**config.mk**
```make
export PLATFORM = sky130hd
export DESIGN_NAME = incdec_sched_flat
export DESIGN_NICKNAME = d
export VERILOG_FILES = /design/src/rtl/incdec_sched_if.sv /design/src/rtl/incdec_sched.sv /design/src/flat_wrapper.sv
export SDC_FILE = /design/constraint.sdc
export NUM_CORES = 1
export LEC_CHECK = 0
export ABC_AREA = 0
export CORE_ASPECT_RATIO = 1.1
export CORE_UTILIZATION = 39
export DETAILED_ROUTE_END_ITERATION = 16
export GPL_TIMING_DRIVEN = 0
export PLACE_DENSITY = 0.82
export SYNTH_ARGS = -nofsm -noshare
export SYNTH_HDL_FRONTEND = slang
export SYNTH_SLANG_ARGS = --single-unit
export TNS_END_PERCENT = 50
```
**constraint.sdc**
```tcl
create_clock -name clk -period 3 [get_ports clk]
set_input_delay 0.45 -clock clk [delete_from_list [all_inputs] [get_ports clk]]
set_output_delay 0.45 -clock clk [all_outputs]
set_load 0.01 [all_outputs]
```
**src/rtl/incdec_sched_if.sv**
```systemverilog
// Requester/response bus of the incdec_sched scheduler.
// The master side belongs to the requesters, the slave side to the scheduler.
interface incdec_sched_if #(
  parameter int NBIT = 16,
  parameter int NREQ = 4
);
  localparam int IDW = $clog2(NREQ);

  logic [NREQ-1:0]      req_valid;
  logic [NREQ-1:0]      req_op;
  logic [NREQ*NBIT-1:0] req_data;
  logic [NREQ-1:0]      req_ready;
  logic                 rsp_valid;
  logic [IDW-1:0]       rsp_id;
  logic [NBIT-1:0]      rsp_data;
  logic                 rsp_wrap;

  modport master (
    output req_valid, req_op, req_data,
    input  req_ready, rsp_valid, rsp_id, rsp_data, rsp_wrap
  );

  modport slave (
    input  req_valid, req_op, req_data,
    output req_ready, rsp_valid, rsp_id, rsp_data, rsp_wrap
  );
endinterface

```
**src/rtl/incdec_sched.sv**
```systemverilog
// Round-robin scheduler sharing one combinational inc/dec unit among NREQ requesters.
// Pipeline: grant -> operand stage register -> shared unit -> tagged response register.
module incdec_sched #(
  parameter int NBIT = 16,
  parameter int NREQ = 4
) (
  input  logic            clk,
  input  logic            rst_n,
  input  logic            hold,
  incdec_sched_if.slave   bus,
  output logic [NBIT-1:0] iu_in,
  output logic            iu_op,
  input  logic [NBIT-1:0] iu_out
);
  localparam int IDW = $clog2(NREQ);

  logic [IDW-1:0]  rr_ptr;
  logic            s_vld;
  logic [IDW-1:0]  s_id;
  logic            s_op;
  logic [NBIT-1:0] s_data;

  logic            rsp_valid;
  logic [IDW-1:0]  rsp_id;
  logic [NBIT-1:0] rsp_data;
  logic            rsp_wrap;

  logic            win_vld;
  logic [IDW-1:0]  win_id;
  logic            win_op;
  logic [NBIT-1:0] win_data;
  logic [IDW-1:0]  nxt_ptr;
  logic [IDW:0]    sum;
  logic [NREQ-1:0] ready;
  logic            s_wrap;

  // Search starts at rr_ptr and wraps modulo NREQ, which need not be a power of two.
  always_comb begin
    win_vld = 1'b0;
    win_id  = '0;
    sum     = '0;
    for (int unsigned k = 0; k < NREQ; k++) begin
      sum = {1'b0, rr_ptr} + (IDW+1)'(k);
      if (sum >= (IDW+1)'(NREQ))
        sum = sum - (IDW+1)'(NREQ);
      if (!win_vld && bus.req_valid[sum[IDW-1:0]]) begin
        win_vld = 1'b1;
        win_id  = sum[IDW-1:0];
      end
    end
  end

  always_comb begin
    win_op   = 1'b0;
    win_data = '0;
    for (int unsigned i = 0; i < NREQ; i++) begin
      if (win_id == IDW'(i)) begin
        win_op   = bus.req_op[i];
        win_data = bus.req_data[i*NBIT +: NBIT];
      end
    end
  end

  always_comb begin
    nxt_ptr = (win_id == IDW'(NREQ-1)) ? '0 : win_id + 1'b1;
    ready   = '0;
    if (win_vld && !hold)
      ready[win_id] = 1'b1;
  end

  assign s_wrap = s_vld & (s_op ? (&s_data) : ~(|s_data));

  always_ff @(posedge clk or negedge rst_n) begin
    if (!rst_n) begin
      rr_ptr <= '0;
      s_vld  <= 1'b0;
      s_id   <= '0;
      s_op   <= 1'b0;
      s_data <= '0;
    end else if (!hold) begin
      s_vld <= win_vld;
      if (win_vld) begin
        s_id   <= win_id;
        s_op   <= win_op;
        s_data <= win_data;
        rr_ptr <= nxt_ptr;
      end
    end
  end

  always_ff @(posedge clk or negedge rst_n) begin
    if (!rst_n) begin
      rsp_valid <= 1'b0;
      rsp_id    <= '0;
      rsp_data  <= '0;
      rsp_wrap  <= 1'b0;
    end else if (!hold) begin
      rsp_valid <= s_vld;
      rsp_id    <= s_id;
      rsp_data  <= iu_out;
      rsp_wrap  <= s_wrap;
    end
  end

  assign iu_in         = s_data;
  assign iu_op         = s_op;
  assign bus.req_ready = ready;
  assign bus.rsp_valid = rsp_valid;
  assign bus.rsp_id    = rsp_id;
  assign bus.rsp_data  = rsp_data;
  assign bus.rsp_wrap  = rsp_wrap;
endmodule

```
**src/flat_wrapper.sv**
```systemverilog
// flat-port wrapper written by rule: the top's interface ports become plain ports
module incdec_sched_flat 
#(
  parameter int NBIT = 16,
  parameter int NREQ = 4
)
  (clk, rst_n, hold, iu_in, iu_op, iu_out, bus_req_valid, bus_req_op, bus_req_data, bus_req_ready, bus_rsp_valid, bus_rsp_id, bus_rsp_data, bus_rsp_wrap);
  incdec_sched_if #(.NBIT(NBIT), .NREQ(NREQ)) bus_i ();
  input  logic clk;
  input  logic rst_n;
  input  logic hold;
  output logic [NBIT-1:0] iu_in;
  output logic iu_op;
  input  logic [NBIT-1:0] iu_out;
  input wire logic [$bits(bus_i.req_valid)-1:0] bus_req_valid;
  input wire logic [$bits(bus_i.req_op)-1:0] bus_req_op;
  input wire logic [$bits(bus_i.req_data)-1:0] bus_req_data;
  output wire logic [$bits(bus_i.req_ready)-1:0] bus_req_ready;
  output wire logic [$bits(bus_i.rsp_valid)-1:0] bus_rsp_valid;
  output wire logic [$bits(bus_i.rsp_id)-1:0] bus_rsp_id;
  output wire logic [$bits(bus_i.rsp_data)-1:0] bus_rsp_data;
  output wire logic [$bits(bus_i.rsp_wrap)-1:0] bus_rsp_wrap;
  assign bus_i.req_valid = bus_req_valid;
  assign bus_i.req_op = bus_req_op;
  assign bus_i.req_data = bus_req_data;
  assign bus_req_ready = bus_i.req_ready;
  assign bus_rsp_valid = bus_i.rsp_valid;
  assign bus_rsp_id = bus_i.rsp_id;
  assign bus_rsp_data = bus_i.rsp_data;
  assign bus_rsp_wrap = bus_i.rsp_wrap;
  incdec_sched #(.NBIT(NBIT), .NREQ(NREQ)) u_core (.clk(clk), .rst_n(rst_n), .hold(hold), .bus(bus_i), .iu_in(iu_in), .iu_op(iu_op), .iu_out(iu_out));
endmodule
```
-- Word-level counts from Yosys, hierarchy flattened
Index checks and enable logic that the tools add are counted.
- $add $sub $neg: 8
- reductions and logical operators: 13
- eq/ne operators: 3
- divide/modulo/power cells: 0
- muxes and demuxes: 33
- bitwise operators: 3
- $lt $le $gt $ge: 10
- multipliers: 0
- shifts and indexed selects: 0
- operators with widths (cell ; count):
    $mux 16 ; 4
    $mux 2 ; 9
    $reduce_and 16->1 ; 1
    $reduce_or 16->1 ; 1
    $lt 2x3->1 const B ; 5
    $mux 1 ; 14
    $ge 3x3->1 const B ; 3
    $bmux 1 s2 ; 4
    $sub 2x1->2 const B ; 4
    $add 2x2->3 const B ; 2
    $logic_and 1x1->1 ; 5
    $eq 2x2->1 const B ; 2
    $logic_not 1->1 ; 4
    $mux 4 ; 1
    $add 2x1->3 const B ; 1
    $ge 2x3->1 const B ; 1
    $add 2x1->2 const B ; 1
    $demux 1 s2 ; 1
    $eq 2x1->1 const B ; 1
    $ge 2x1->1 const B ; 1
    $logic_not 2->1 ; 1
    $not 1->1 ; 2
    $reduce_and 2->1 ; 1
    $and 1x1->1 ; 1
- bits in read-only memories: 0
- memories kept: 0
- latch bits: 0
- output and inout bits: 41
- flip-flop bits (word level): 42
- memory bits (writable): 0

-- Longest topological paths before layout
Gate-level depths: netlist (run 1).
- depth after elaboration: 19
- mapped depth: 12
- depth with buffers taken out: 9

-- Worst setup path before layout (run 1)
OpenSTA, ideal clock, no wires.
- path type: register to output
- from: register u_core.rr_ptr[1]
- to: output bus_req_ready[3]
- arrival time: 1.912 ns
- path buffers: 2
- setup slack: 0.638 ns
- stages on the path, launching flop included: 7
- cells stage by stage: dfrtp_1 > nand2b_1 > a311oi_1 > ha_1 > buf_6 > dlygate4sd1_1 > and2_1
- word-level cells in the longest chain between the ends: 19
- elaborated cells on any way between the ends: 44
- classes of those cells: add/sub (7); order compare (6); mux (23); reduce/logical (8)
- RTL lines (item ; RTL line ; source):
    start, declared ; incdec_sched.sv:17 ; logic [IDW-1:0] rr_ptr;
    start signal, assigned ; incdec_sched.sv:86 ; rr_ptr <= nxt_ptr;
    parallel branches: the longest is 13 deep, another holds $add 2x1->3 ; n/a ;
    $mux 2 (*) ; incdec_sched.sv:46 ; if (!win_vld && bus.req_valid[sum[IDW-1:0]]) begin
    net u_core.win_id[0] ; incdec_sched.sv:29 ; logic [IDW-1:0] win_id;
    $lt 2x3->1 (not written as such) or $ge 2x1->1 (tied branches) ; incdec_sched.sv:68 ; ready[win_id] = 1'b1;
    $logic_and 1x1->1 (not written as such) ; incdec_sched.sv:68 ;
    $mux 1 (not written as such) ; incdec_sched.sv:68 ;
    $demux 1 s2 (*) ; n/a ;
    $mux 4 (*) ; incdec_sched.sv:67 ; if (win_vld && !hold)
    end, declared ; flat_wrapper.sv:18 ; output wire logic [$bits(bus_i.req_ready)-1:0] bus_req_ready;
Mark *: on every way through the listed nets, which the timed path passes. The select of a mux whose other input is x is not followed.

-- Final worst setup path (run 1)
- from: input bus_req_valid[2]
- to: output bus_req_ready[0]
- word-level cells in the longest chain between the ends: 17
- elaborated cells on any way between the ends: 29
- classes of those cells: order compare (2); mux (19); reduce/logical (8)
- RTL lines (item ; RTL line ; source):
    start, declared ; flat_wrapper.sv:15 ; input wire logic [$bits(bus_i.req_valid)-1:0] bus_req_valid;
    $bmux 1 s2 ; incdec_sched.sv:46 ;
    $mux 1 (not written as such) ; incdec_sched.sv:46 ;
    $mux 1 ; incdec_sched.sv:46 ;
    $logic_not 1->1 ; incdec_sched.sv:46 ;
    $logic_and 1x1->1 ; incdec_sched.sv:46 ;
    $mux 1 ; incdec_sched.sv:46 ;
    $logic_not 1->1 ; incdec_sched.sv:46 ;
    $logic_and 1x1->1 ; incdec_sched.sv:46 ;
    (+2 left out) ; n/a ;
    $logic_and 1x1->1 ; incdec_sched.sv:46 ;
    $mux 2 (*) ; incdec_sched.sv:46 ;
    net u_core.win_id[0] ; incdec_sched.sv:29 ;
    $lt 2x3->1 (not written as such) or $ge 2x1->1 (tied branches) ; incdec_sched.sv:68 ;
    $logic_and 1x1->1 (not written as such) ; incdec_sched.sv:68 ;
    $mux 1 (not written as such) ; incdec_sched.sv:68 ;
    $demux 1 s2 (*) ; n/a ;
    $mux 4 (*) ; incdec_sched.sv:67 ;
Mark *: on every way through the listed nets, which the timed path passes. The rest lies on a longest branch. The select of a mux whose other input is x is not followed.

==> metrics.txt, run 1 <==
outcome complete, no violations; worst-path fanout max 4; final WL 6715 µm; drt pass-1 iters 4; Core Region 5769 µm²; Peak supply drop 0.3239 mV; post-route ant nets 0; number of global-route vias before repair 2,350; Worst Reg2Reg Path Length in Cells 12; Synthesis Warnings 0; clock latency on the worst-skew pair 0.28 ns; first-pass GRT wire length 11,010 µm; Placer Congestion 0.8294; Switching Power 888.9 µW; post-synthesis average cell area 10.10 µm²; unrepaired setup endpoints after global routing no; switching share of power 35.49%; Ant. Diodes 0; CP required 2.55 ns; Worst EP arrival 2.43 ns; fraction of layout cells with a size suffix above 1 13.39%; largest net degree at the start of global routing 43; most common cell after layout, fill and taps aside clkdlybuf4s50_1; clk sink count 42; sequential power share 34.5%; fin cells 443; Max Clock Freq 347.4 MHz; Starting Density 40.27%; width of the die 75.60 µm; Clk pwr share 13.8%; Worst Setup SP bus_req_valid[2]; CTS tree built; cts bufs inserted 5; Worst R2R Start u_core.rr_ptr[1]$_DFFE_PN0P_; HPWL after detailed placement 5389 µm; crit end category primary output; setup violators final 0; most frequent cells in the layout 126 x clkdlybuf4s50_1, 42 x dfrtp_1, 24 x nand2_1, 21 x mux2_2; H-Tree Level Count 2; FP Rows 29; Avg WL per Cell 15.16 µm; GR Overflow Total 0; total track usage 22.83%; Final Util 66.30%; dpl cells 438; P per Cell Area 654.8 nW/µm²; DR iter-0 viols 93; register bit total from synthesis 42; Slew Viols, Final 0; initial antenna violation count 0; Final Hold Fails 0; Gate Count Post-Synth 230; post-synth net total 325; die area 6271 µm²; Distinct cells, synth 30; Clock Tree Root clkbuf_8; Hold WC Path Type in2async; LEAKAGE 1.613 nW; relative slew slack 40.79%; drt drc 0; max_cap viols 0; area grow syn2layout 64.62%; post-synthesis sequential area ratio 45.23%; DR vias 2,241; Layout Skew 0.001832 ns; Setup crit start kind primary input; Synth Cell Area 2323 µm²; Combinational Power Share 51.8%; Fin Setup TNS 0 ns; Internal 1.616 mW; Clock Path Buffers 2; die height 82.95 µm; WS Path Type in2out; boundary pin count 132; Worst-path clk slew 0.07 ns; # port buffers 131; minimum clock period after layout 2.878 ns; vias per std cell 5.059; layout net count 462; # fillers 455; Final period util 95.94%; worst-margin pin slew 0.8881 ns
-- final timing paths --
| check | slack, ns | end |
|---|---|---|
| max in group asynchronous | 2.16 | u_core.iu_in[8]$_DFFE_PN0P_ |
| max reg2reg | 0.56 | u_core.iu_in[6]$_DFFE_PN0P_ |
| max | 0.12 | bus_req_ready[0] |
| min in group clk | 0.48 | u_core.bus.rsp_wrap$_DFFE_PN0N_ |
| min | 0.28 | u_core.bus.rsp_data[13]$_DFFE_PN0N_ |
| min reg2reg | 0.48 | u_core.bus.rsp_wrap$_DFFE_PN0N_ |
-- cells by family (layout without fill, tap and decap cells) --
logic type      Yosys count  in the layout  share of synthesized area, %
simple gates             68             68                         13.68
compound gates           56             56                         18.96
flops                    42             42                         45.23
buf+inv                  38            174                         9.370
mux                      22             22                         10.61
fa+ha+maj                 4              4                         2.154
-- synthesized netlist by cell type --
| cell type | n | area, µm² |
|---|---|---|
| buf_2 | 8 | 40.04 |
| buf_6 | 4 | 45.04 |
| nor2b_4 | 1 | 13.76 |
| or4_1 | 1 | 7.510 |
| a211o_1 | 17 | 148.9 |
| ha_1 | 4 | 50.05 |
| nand2b_1 | 4 | 25.02 |
| a221oi_1 | 17 | 148.9 |
| nor4_1 | 4 | 25.02 |
| buf_12 | 1 | 20.02 |
| o2bb2ai_1 | 1 | 8.760 |
| clkbuf_8 | 1 | 13.76 |
| nand4_1 | 4 | 25.02 |
| dlygate4sd1_1 | 1 | 8.760 |
| buf_4 | 1 | 7.510 |
| a311oi_1 | 1 | 8.760 |
| nor2_2 | 1 | 6.260 |
| dfrtp_1 | 42 | 1051 |
| mux2i_1 | 1 | 10.01 |
| o22a_1 | 1 | 8.760 |
| and2_1 | 4 | 25.02 |
| inv_1 | 20 | 75.07 |
| nor2_1 | 20 | 75.07 |
| a21oi_1 | 2 | 10.01 |
| a31oi_1 | 17 | 106.4 |
| clkbuf_1 | 2 | 7.510 |
| nand3_1 | 2 | 10.01 |
| mux2_2 | 21 | 236.5 |
| nand2_1 | 24 | 90.09 |
| nor3_1 | 3 | 15.01 |
-- worst max-delay path: stages --
cell and delay (ns):
clkdlybuf4s50_1 0.48, nand2_1 0.10, nor2_1 0.06, a311oi_4 0.36
inv_1 0.12, ha_1 0.23, and2_1 0.13, clkdlybuf4s50_1 0.49
-- metrics by stage --
stage,hold WS [ns],instance area [µm²],power (mW),setup slack (ns)
2_1_floorplan,0.1544,2323,1.541,0.6384
3_5_place_dp,0.4705,3726,2.152,-0.6661
3_3_place_gp,0.4634,3731,2.120,-0.6414
6_report,0.2844,3825,2.505,0.1219
4_1_cts,0.3237,3819,2.520,0.1424
5_1_grt,0.3676,3825,2.665,0.01059
-- cell type report --
class	count	area (µm²)	share of cell area (%)
well taps	77	96.34	2.519
repair buffers	132	1309	34.22
inverters	20	75.07	1.963
plain buffers	16	130.1	3.402
multi-input cells	150	1081	28.26
clock buffers	6	82.58	2.159
flip-flops and latches	42	1051	27.48
-- power by group through the flow --
stage / sequential [mW] / clock [mW] / combinational [mW]
final: 0.863 / 0.345 / 1.30
after global routing: 0.890 / 0.374 / 1.40
after CTS: 0.862 / 0.359 / 1.30
after detailed placement: 0.870 / 0 / 1.28
after global placement: 0.859 / 0 / 1.26
after floorplan: 0.904 / 0 / 0.637
-- metal layers --
layer	GRT usage, %	vias to the layer above	wire, µm
met3	3.277	15	361
li1	-	1103	-
met4	8.081	0	159
met2	38.80	85	3383
met5	0	-	0
met1	28.82	1038	2811
-- sequential cells by signal (all words and copies together), names as in the netlist --
signal and cells:
u_core.rr_ptr 2, u_core.bus.rsp_data 16, u_core.bus.rsp_valid 1, u_core.s_id 2
u_core.iu_op 1, u_core.s_vld 1, u_core.iu_in 16, u_core.bus.rsp_wrap 1
u_core.bus.rsp_id 2
-- timing repair --
action	CTS	global route
resized for setup	7	1
buffers inserted	1	0
setup endpoints to repair	4	1
hold buffers	0	0
pin swaps	2	0
No activity file was read; power rests on OpenSTA's default activity.
==> run 2, diff against run 1 <==
--- a/config.mk
+++ b/config.mk
@@ -6,7 +6,6 @@
 export NUM_CORES = 1
 export LEC_CHECK = 0
 export ABC_AREA = 0
-export CORE_ASPECT_RATIO = 1.1
 export CORE_UTILIZATION = 39
 export DETAILED_ROUTE_END_ITERATION = 16
 export GPL_TIMING_DRIVEN = 0
==> metrics.txt, run 2 (synthesis gave the netlist of run 1 again) <==
worst-path fanout max 17 (was 4); fin cells 441 (was 443); Core Region 5608 µm² (was 5769 µm²); initial antenna violation count 0 (unchanged); DR vias 2,302 (was 2,241); first-pass GRT wire length 11,240 µm (was 11,010 µm); drt drc 0 (unchanged); DR iter-0 viols 123 (was 93); P per Cell Area 653.2 nW/µm² (was 654.8 nW/µm²); width of the die 79.19 µm (was 75.60 µm); total power 2.527 mW (was 2.505 mW); area grow syn2layout 66.51% (was 64.62%); Layout Skew 0.002146 ns (was 0.001832 ns); Clock Tree Root clkbuf_8 (unchanged); most common cell after layout, fill and taps aside clkdlybuf4s50_1 (unchanged); GR Overflow Total 0 (unchanged); Combinational Power Share 51.0% (was 51.8%); switching share of power 35.40% (was 35.49%); fraction of layout cells with a size suffix above 1 14.09% (was 13.39%); drt pass-1 iters 4 (unchanged); largest net degree at the start of global routing 25 (was 43); WS Path Type reg2out (was in2out); Clk pwr share 14.7% (was 13.8%); hold buffer count at CTS 0 (unchanged); unrepaired setup endpoints after global routing no (unchanged); Final Hold Fails 0 (unchanged); crit end category primary output (unchanged); Slew Viols, Final 0 (unchanged); Switching Power 894.6 µW (was 888.9 µW); Ant. Diodes 0 (unchanged); # port buffers 131 (unchanged); cts bufs inserted 5 (unchanged); total track usage 22.99% (was 22.83%); clk sink count 42 (unchanged); crit-path cells nand2b_1 > a311oi_4 > inv_2 > ha_1 > buf_4 > and2_1 > clkdlybuf4s50_1 (was clkdlybuf4s50_1 > nand2_1 > nor2_1 > a311oi_4 > inv_1 > ha_1 > and2_1 > clkdlybuf4s50_1); HPWL after detailed placement 5435 µm (was 5389 µm); die area 6270 µm² (was 6271 µm²); Avg WL per Cell 15.92 µm (was 15.16 µm); CP required 2.55 ns (about the same); most frequent cells in the layout 125 x clkdlybuf4s50_1, 42 x dfrtp_1, 24 x nand2_1, 21 x mux2_2, 20 x nor2_1 (was 126 x clkdlybuf4s50_1, 42 x dfrtp_1, 24 x nand2_1, 21 x mux2_2); sequential power share 34.3% (was 34.5%); max_cap viols 0 (unchanged); layout net count 463 (was 462); final WL 7021 µm (was 6715 µm); Clock Path Buffers 2 (unchanged); Max Clock Freq 348.7 MHz (was 347.4 MHz); Critical-path top delay cell clkdlybuf4s50_1 (unchanged); worst-margin pin slew 0.4684 ns (was 0.8881 ns); number of global-route vias before repair 2,395 (was 2,350); minimum clock period after layout 2.868 ns (was 2.878 ns); Placer Congestion 0.8575 (was 0.8294); Worst-path clk slew 0.08 ns (was 0.07 ns); Hold WC Path Type in2async (unchanged); # fillers 463 (was 455); Area after DPL 3747 µm² (was 3726 µm²); vias per std cell 5.220 (was 5.059); CTS tree built (unchanged); post-route ant nets 0 (unchanged); clock latency on the worst-skew pair 0.28 ns (about the same); Worst EP arrival 2.42 ns (was 2.43 ns); fin area 3869 µm² (was 3825 µm²); boundary pin count 132 (unchanged); H-Tree Level Count 2 (unchanged); die height 79.19 µm (was 82.95 µm); Fin Setup TNS 0 ns (unchanged); Peak supply drop 0.4257 mV (was 0.3239 mV); Internal 1.632 mW (was 1.616 mW); dpl cells 434 (was 438); slowest stage delay, CP 0.49 ns (about the same); relative slew slack 68.77% (was 40.79%); setup violators final 0 (unchanged); Final Util 68.99% (was 66.30%); Starting Density 41.43% (was 40.27%); Final period util 95.59% (was 95.94%); LEAKAGE 1.661 nW (was 1.613 nW); outcome complete, no violations (unchanged); Setup crit start kind flop (was primary input); FP Rows 27 (was 29)
## run 2: timing repair
| action | in CTS | in global routing |
|---|---|---|
| buffers inserted | 0 | 1 |
| setup endpoints to repair | 4 | 4 |
| pin swaps | 0 | 2 |
| resized for setup | 3 | 7 |
## run 2: layout make-up
class / instances / area, µm² / share of cell area [%]
well taps: 72 / 90.09 / 2.329
plain buffers: 16 / 130.1 / 3.364
repair buffers: 133 / 1350 / 34.90
inverters: 20 / 75.07 / 1.940
clock inverters: 1 / 5.005 / 0.1294
flip-flops and latches: 42 / 1051 / 27.17
multi-input cells: 150 / 1081 / 27.94
clock buffers: 7 / 86.33 / 2.232
## run 2: worst max-delay path, delay by kind of cell (launching register included)
kind / cells / cell delay (ns)
fa+ha+maj: 1 / 0.20
buf+inv: 3 / 0.75
compound gates: 1 / 0.41
flops: 1 / 0.42
simple gates: 2 / 0.34
## run 2: per-layer routing
layer	up-vias	GRT usage (%)	part of all wire, %
met5	-	0	0
met4	0	4.545	1.3
met3	11	4.138	7.5
met2	97	41.81	52
met1	1090	28.30	39
li1	1104	-	-
## run 2: through the flow
step                setup WS [ns]  hold WS, ns
finish                     0.1324       0.1096
global route              0.01526       0.1246
CTS                      -0.05547       0.1153
detailed placement        -0.6376       0.4259
global placement          -0.6306       0.4679
floorplan                  0.6384       0.1544
## run 2: worst paths after layout
| check | from | end | slack (ns) | depth (start not counted) |
|---|---|---|---|---|
| worst max-delay path | u_core.rr_ptr[1]$_DFFE_PN0P_ | bus_req_ready[2] | 0.13 | 7 |
| worst min-delay path | rst_n | u_core.bus.rsp_data[8]$_DFFE_PN0N_ | 0.11 | 1 |
| worst max register to register | u_core.rr_ptr[1]$_DFFE_PN0P_ | u_core.iu_in[5]$_DFFE_PN0P_ | 0.58 | 10 |
| worst min register to register | u_core.bus.rsp_valid$_DFFE_PN0N_ | u_core.bus.rsp_valid$_DFFE_PN0N_ | 0.49 | 2 |
| max in group asynchronous | rst_n | u_core.iu_in[0]$_DFFE_PN0P_ | 2.41 | 2 |
| min in group clk | u_core.bus.rsp_valid$_DFFE_PN0N_ | u_core.bus.rsp_valid$_DFFE_PN0N_ | 0.49 | 2 |
## run 2: power by group through the flow
stage | logic, mW | clock network, mW | registers [mW]
floorplan | 0.637 | 0 | 0.904
global placement | 1.26 | 0 | 0.868
detailed placement | 1.27 | 0 | 0.873
CTS | 1.28 | 0.380 | 0.865
global route | 1.39 | 0.405 | 0.888
finish | 1.29 | 0.372 | 0.867
